### config.mk
export PLATFORM = sky130hd
export DESIGN_NAME = fwd_layer_engine
export DESIGN_NICKNAME = d
export VERILOG_FILES = /design/src/rtl/fwd_layer_engine.sv
export SDC_FILE = /design/constraint.sdc
export NUM_CORES = 2
export LEC_CHECK = 0
export CAP_MARGIN = 0
export CORE_UTILIZATION = 59
export CTS_BUF_LIST = sky130_fd_sc_hd__clkbuf_2
export CTS_CLUSTER_SIZE = 30
export DETAILED_ROUTE_END_ITERATION = 8
export PLACE_DENSITY = 0.77
export SLEW_MARGIN = 5
export SYNTH_ARGS = -nofsm -noshare
export SYNTH_HDL_FRONTEND = slang
export SYNTH_SLANG_ARGS = --single-unit
### constraint.sdc
create_clock -name clk -period 29.2 [get_ports clk]
set_input_delay 5.84 -clock clk [delete_from_list [all_inputs] [get_ports clk]]
set_output_delay 5.84 -clock clk [all_outputs]
set_load 0.005 [all_outputs]
### src/rtl/fwd_layer_engine.sv
// rtl/fwd_layer_engine.sv - fully-connected layer forward pass: MAC over dual-port memory, saturate, optional ReLU
module fwd_layer_engine #(
  parameter int DWIDTH = 32,
  parameter int FRAC   = 24,
  parameter int N_IN   = 4,
  parameter int N_OUT  = 2,
  parameter int AWIDTH = 8
) (
  input  logic              clk,
  input  logic              rst,
  input  logic              start,
  input  logic              act_mode,
  input  logic [AWIDTH-1:0] in_base,
  input  logic [AWIDTH-1:0] w_base,
  input  logic [AWIDTH-1:0] out_base,
  output logic              rd_en,
  output logic [AWIDTH-1:0] rd_addr1,
  output logic [AWIDTH-1:0] rd_addr2,
  input  logic [DWIDTH-1:0] rd_data1,
  input  logic [DWIDTH-1:0] rd_data2,
  output logic              wr_en,
  output logic [AWIDTH-1:0] wr_addr,
  output logic [DWIDTH-1:0] wr_data,
  output logic              busy,
  output logic              done
);

  localparam int PW   = 2 * DWIDTH;
  localparam int ACCW = PW + $clog2(N_IN) + 1;
  localparam int IW   = $clog2(N_IN) + 1;
  localparam int JW   = $clog2(N_OUT) + 1;
  localparam logic signed [ACCW-1:0] MAXV = ACCW'({1'b0, {(DWIDTH-1){1'b1}}});
  localparam logic signed [ACCW-1:0] MINV = -MAXV - 1;

  typedef enum logic [2:0] {S_IDLE, S_READ, S_DRAIN, S_WRITE, S_DONE} state_t;
  state_t state, state_nx;

  logic [IW-1:0]           i_cnt;
  logic [JW-1:0]           j_cnt;
  logic [AWIDTH-1:0]       in_base_q, out_base_q, w_ptr;
  logic                    act_q, rd_en_q;
  logic signed [ACCW-1:0]  acc, shifted;
  logic signed [PW-1:0]    prod;
  logic [AWIDTH-1:0]       wr_addr_q;
  logic [DWIDTH-1:0]       wr_data_q, res;

  assign prod    = PW'($signed(rd_data1)) * PW'($signed(rd_data2));
  assign shifted = acc >>> FRAC;

  always_comb begin
    res = shifted[DWIDTH-1:0];
    if (shifted > MAXV)
      res = MAXV[DWIDTH-1:0];
    else if (shifted < MINV)
      res = MINV[DWIDTH-1:0];
    if (act_q && res[DWIDTH-1])
      res = '0;
  end

  always_comb begin
    state_nx = state;
    case (state)
      S_IDLE:  if (start) state_nx = S_READ;
      S_READ:  if (i_cnt == IW'(N_IN - 1)) state_nx = S_DRAIN;
      S_DRAIN: state_nx = S_WRITE;
      S_WRITE: state_nx = (j_cnt == JW'(N_OUT - 1)) ? S_DONE : S_READ;
      S_DONE:  state_nx = S_IDLE;
      default: state_nx = S_IDLE;
    endcase
  end

  always_ff @(posedge clk) begin
    if (rst) begin
      state      <= S_IDLE;
      i_cnt      <= '0;
      j_cnt      <= '0;
      in_base_q  <= '0;
      out_base_q <= '0;
      w_ptr      <= '0;
      act_q      <= 1'b0;
      rd_en_q    <= 1'b0;
      acc        <= '0;
      wr_addr_q  <= '0;
      wr_data_q  <= '0;
    end else begin
      state   <= state_nx;
      rd_en_q <= (state == S_READ);
      // Memory data lags the read strobe by one cycle, so accumulate on the delayed strobe.
      if (rd_en_q)
        acc <= acc + ACCW'(prod);
      case (state)
        S_IDLE: if (start) begin
          act_q      <= act_mode;
          in_base_q  <= in_base;
          out_base_q <= out_base;
          w_ptr      <= w_base;
          i_cnt      <= '0;
          j_cnt      <= '0;
          acc        <= '0;
        end
        S_READ: begin
          // Weights are row-major and contiguous, so one running pointer covers every neuron.
          w_ptr <= w_ptr + 1'b1;
          i_cnt <= (i_cnt == IW'(N_IN - 1)) ? '0 : i_cnt + 1'b1;
        end
        S_WRITE: begin
          wr_addr_q <= out_base_q + AWIDTH'(j_cnt);
          wr_data_q <= res;
          j_cnt     <= j_cnt + 1'b1;
          acc       <= '0;
        end
        S_DONE: j_cnt <= '0;
        default: ;
      endcase
    end
  end

  assign rd_en    = (state == S_READ);
  assign rd_addr1 = in_base_q + AWIDTH'(i_cnt);
  assign rd_addr2 = w_ptr;
  assign wr_en    = (state == S_WRITE);
  assign wr_addr  = wr_en ? (out_base_q + AWIDTH'(j_cnt)) : wr_addr_q;
  assign wr_data  = wr_en ? res : wr_data_q;
  assign busy     = (state == S_READ) || (state == S_DRAIN) || (state == S_WRITE);
  assign done     = (state == S_DONE);

endmodule

==> impl_metrics.yaml <==
sta:
  rsz0062_at_grt: "no"
  fin_crit_sh: 0.489
  hold_viol_final: 0
  drv_slew: 0
  max_freq_mhz: 70.1
  setup_tns_ns: 0
  max-slew-margin-rel: 0.186
  period_minus_slack_ns: 14.27
  worst_pin_slew_ns: 1.22
  setup_viol: 0
  fin_skew_ns: 0.0837
clock_network:
  h-tree-depth: 4
  postCtsSetupBuffers: 0
  insertion_delay_ns: 0.82
  numCtsBuffers: 17
  clk_pin_slew_ns: 0.27
  holdBufCountCts: 0
  cts_resized: 0
  cts_sinks: 141
  cts_buffer_depth: 2
  cts_tree: "built"
  cts_root_buffer: "clkbuf_2"
setup_path:
  reg2reg_from: "acc[27]$_SDFF_PP0_"
  cp.arrival_ns: 15.00
  worstRegToRegCells: 25
  r2r_setup_slack_ns: 21.15
  cp.required_ns: 29.93
  critPathKind: "input pin to flop"
  crit_path_end_kind: "flop"
  r2r-end: "acc[62]$_SDFF_PP0_"
  critPathLaunch: "rd_data2[12]"
  cp_max_fo: 32
  cp-start-kind: "input pin"
synthesis:
  synth_fa_ha_area_frac: 0.592
  synth_xor_area_frac: 0.0151
  synth_top_family_by_area: "adder cells"
  synth_top_area_share: 0.530
  muxShareOfSynthArea: 0.00820
  synth.distinct_cells: 62
  synth_edf_count: 0
  ys_warn_count: 0
  synthesis.area_um2: 47000
  ys_seq_elements: 141
  synth.net_count: 6728
  ys_seq_area_frac: 0.0600
  synth_compound_area_frac: 0.0447
  async_flop_share: 0
  synth_area_leaders: "fa_1 53%, inv_1 10%, and2_1 6.2%"
  synth-simple-area-share: 0.154
  synth_flop_cell: "dfxtp_1"
  synth.avg_cell_area_um2: 9.11
  syn_inst: 5159
  synth_area_leader_cell: "fa_1"
die:
  core_area_um2: 78900
  start_util: 0.596
  die_h_um: 284
  die_w_um: 284
  pin_count: 152
  fp.dieArea_um2: 80800
  rows: 103
run:
  drv_cap: 0
detailed_routing:
  drt-initial-drc-count: 2358
  wirelength_um: 120000
  dr_total_vias: 34200
  wl_met3_um: 5880
  highest-signal-layer: "met4"
  drtAntennaViolNets: 0
  wl_met2_um: 63600
  drcViolationCount: 0
  wl_per_cell_um: 19.4
  first_pass_iters: 5
  vias_per_cell: 5.53
  met1_length_um: 42700
min_path:
  min_path_type: "flop to flop"
  hold_path_end: "in_base_q[0]$_SDFFE_PP0P_"
  whs_path_depth: 2
  holdCritStartpoint: "in_base_q[0]$_SDFFE_PP0P_"
global_route:
  grt_util_all_layers: 0.313
  overflow: 0
  grt_max_degree: 76
  grt_pass1_wl_um: 198000
  grt_pass1_vias: 37900
  grt_antenna_before_repair: 2
status:
  run_status: "complete, no violations"
final_layout:
  area_growth_syn_to_layout_pct: 5.23
  fin_nets: 6689
  drive_gt1_frac: 0.0249
  fin_area_um2: 49500
placement:
  dpl.hpwl_um: 97900
  dpl-instance-area_um2: 49200
  place_congestion: 0.942
  port_buffers: 151
-- cell usage after synthesis (9+ instances only) --
| master | count |
|---|---|
| nor2_1 | 169 |
| a31oi_1 | 13 |
| nand3_1 | 44 |
| or3_1 | 10 |
| o21ai_0 | 92 |
| clkbuf_1 | 246 |
| ha_1 | 232 |
| buf_2 | 13 |
| a21o_1 | 41 |
| nor2b_1 | 46 |
| and2_1 | 465 |
| fa_1 | 1245 |
| nand2_1 | 688 |
| dfxtp_1 | 141 |
| nand2b_1 | 19 |
| o211ai_1 | 9 |
| o21bai_1 | 14 |
| a21oi_1 | 110 |
| nor3_1 | 17 |
| a211oi_1 | 14 |
| nand4_1 | 20 |
| mux2i_1 | 34 |
| inv_1 | 1302 |
| and3_1 | 10 |
| xnor2_1 | 57 |
| xor2_1 | 24 |
-- metal layers --
metal / track usage / vias to the layer above
li1: - / 14800
met1: 0.371 / 17700
met2: 0.560 / 1279
met3: 0.0291 / 422
met4: 0.176 / 0
met5: 0 / -
-- cell type report --
class / count / area, um^2
well taps: 1050 / 1310
repair buffers: 210 / 1870
multi-input cells: 3446 / 38300
diodes: 2 / 5.00
clock inverters: 15 / 189
clock buffers: 17 / 85.1
flip-flops and latches: 141 / 2820
fillers: 6511 / 29400
inverters: 1304 / 4890
-- state kept, by name (all words and copies together) (netlist names) --
register and flops:
in_base_q 8, rd_en_q 1, act_q 1, i_cnt 3, state 3, wr_addr_q 8
acc 67, rd_addr2 8, out_base_q 8, wr_data_q 32, j_cnt 2
-- metrics by stage --
stage          worst slack (ns)  hold WS, ns  instances   util
2_1_floorplan             14.79        0.430       5159      -
3_3_place_gp              14.48        0.452       6151  0.624
3_5_place_dp              14.29        0.455       6151  0.624
4_1_cts                   15.15        0.484       6183  0.627
5_1_grt                   14.61        0.504       6185  0.627
6_report                  14.93        0.480       6185  0.627
-- worst max path at each step --
stage	slack, ns	to	depth (start not counted)
global route	14.61	acc[62]$_SDFF_PP0_	24
finish	14.93	acc[62]$_SDFF_PP0_	25
floorplan	14.79	acc[59]$_SDFF_PP0_	27
global placement	14.48	acc[62]$_SDFF_PP0_	24
detailed placement	14.29	acc[62]$_SDFF_PP0_	25
CTS	15.15	acc[62]$_SDFF_PP0_	25
-- worst max-delay path, cell delays in order --
cell	delay (ns)
clkdlybuf4s50_1	1.28
and2_1	0.30
inv_1	0.07
fa_1	0.50
fa_1	0.73
inv_1	0.23
fa_1	0.55
fa_1	0.45
fa_1	0.56
fa_1	0.43
fa_1	0.52
inv_1	0.06
fa_1	0.47
inv_1	0.04
ha_1	0.37
and2_1	0.23
nand3_1	0.21
or4b_2	0.68
nand4_1	0.16
a221oi_1	0.11
o31ai_1	0.24
a21oi_1	0.28
a21oi_1	0.22
mux2_2	0.34
o211ai_1	0.09
-- cells in the final DEF, fill, tap and decap left out, types with 20 or more instances in the layout --
cell type,count
inv_1,1301
fa_1,1245
nand2_1,686
and2_1,465
ha_1,232
nor2_1,169
dfxtp_1,140
clkdlybuf4s50_1,134
a21oi_1,110
o21ai_0,92
buf_4,59
xnor2_1,57
nor2b_1,46
nand3_1,44
a21o_1,41
mux2i_1,34
xor2_1,24
nand4_1,20
-- kinds of logic (layout without fill, tap and decap cells) --
logic type	after synthesis	after routing
buf+inv	1572	1546
simple gates	1509	1509
fa+ha+maj	1477	1477
compound gates	341	341
flops	141	141
xor+xnor	81	81
mux	38	38
other cells	0	2
Power is left out: the tool's default activity adds up to more than one toggle a clock period on the data nets, which glitch-free logic cannot reach.
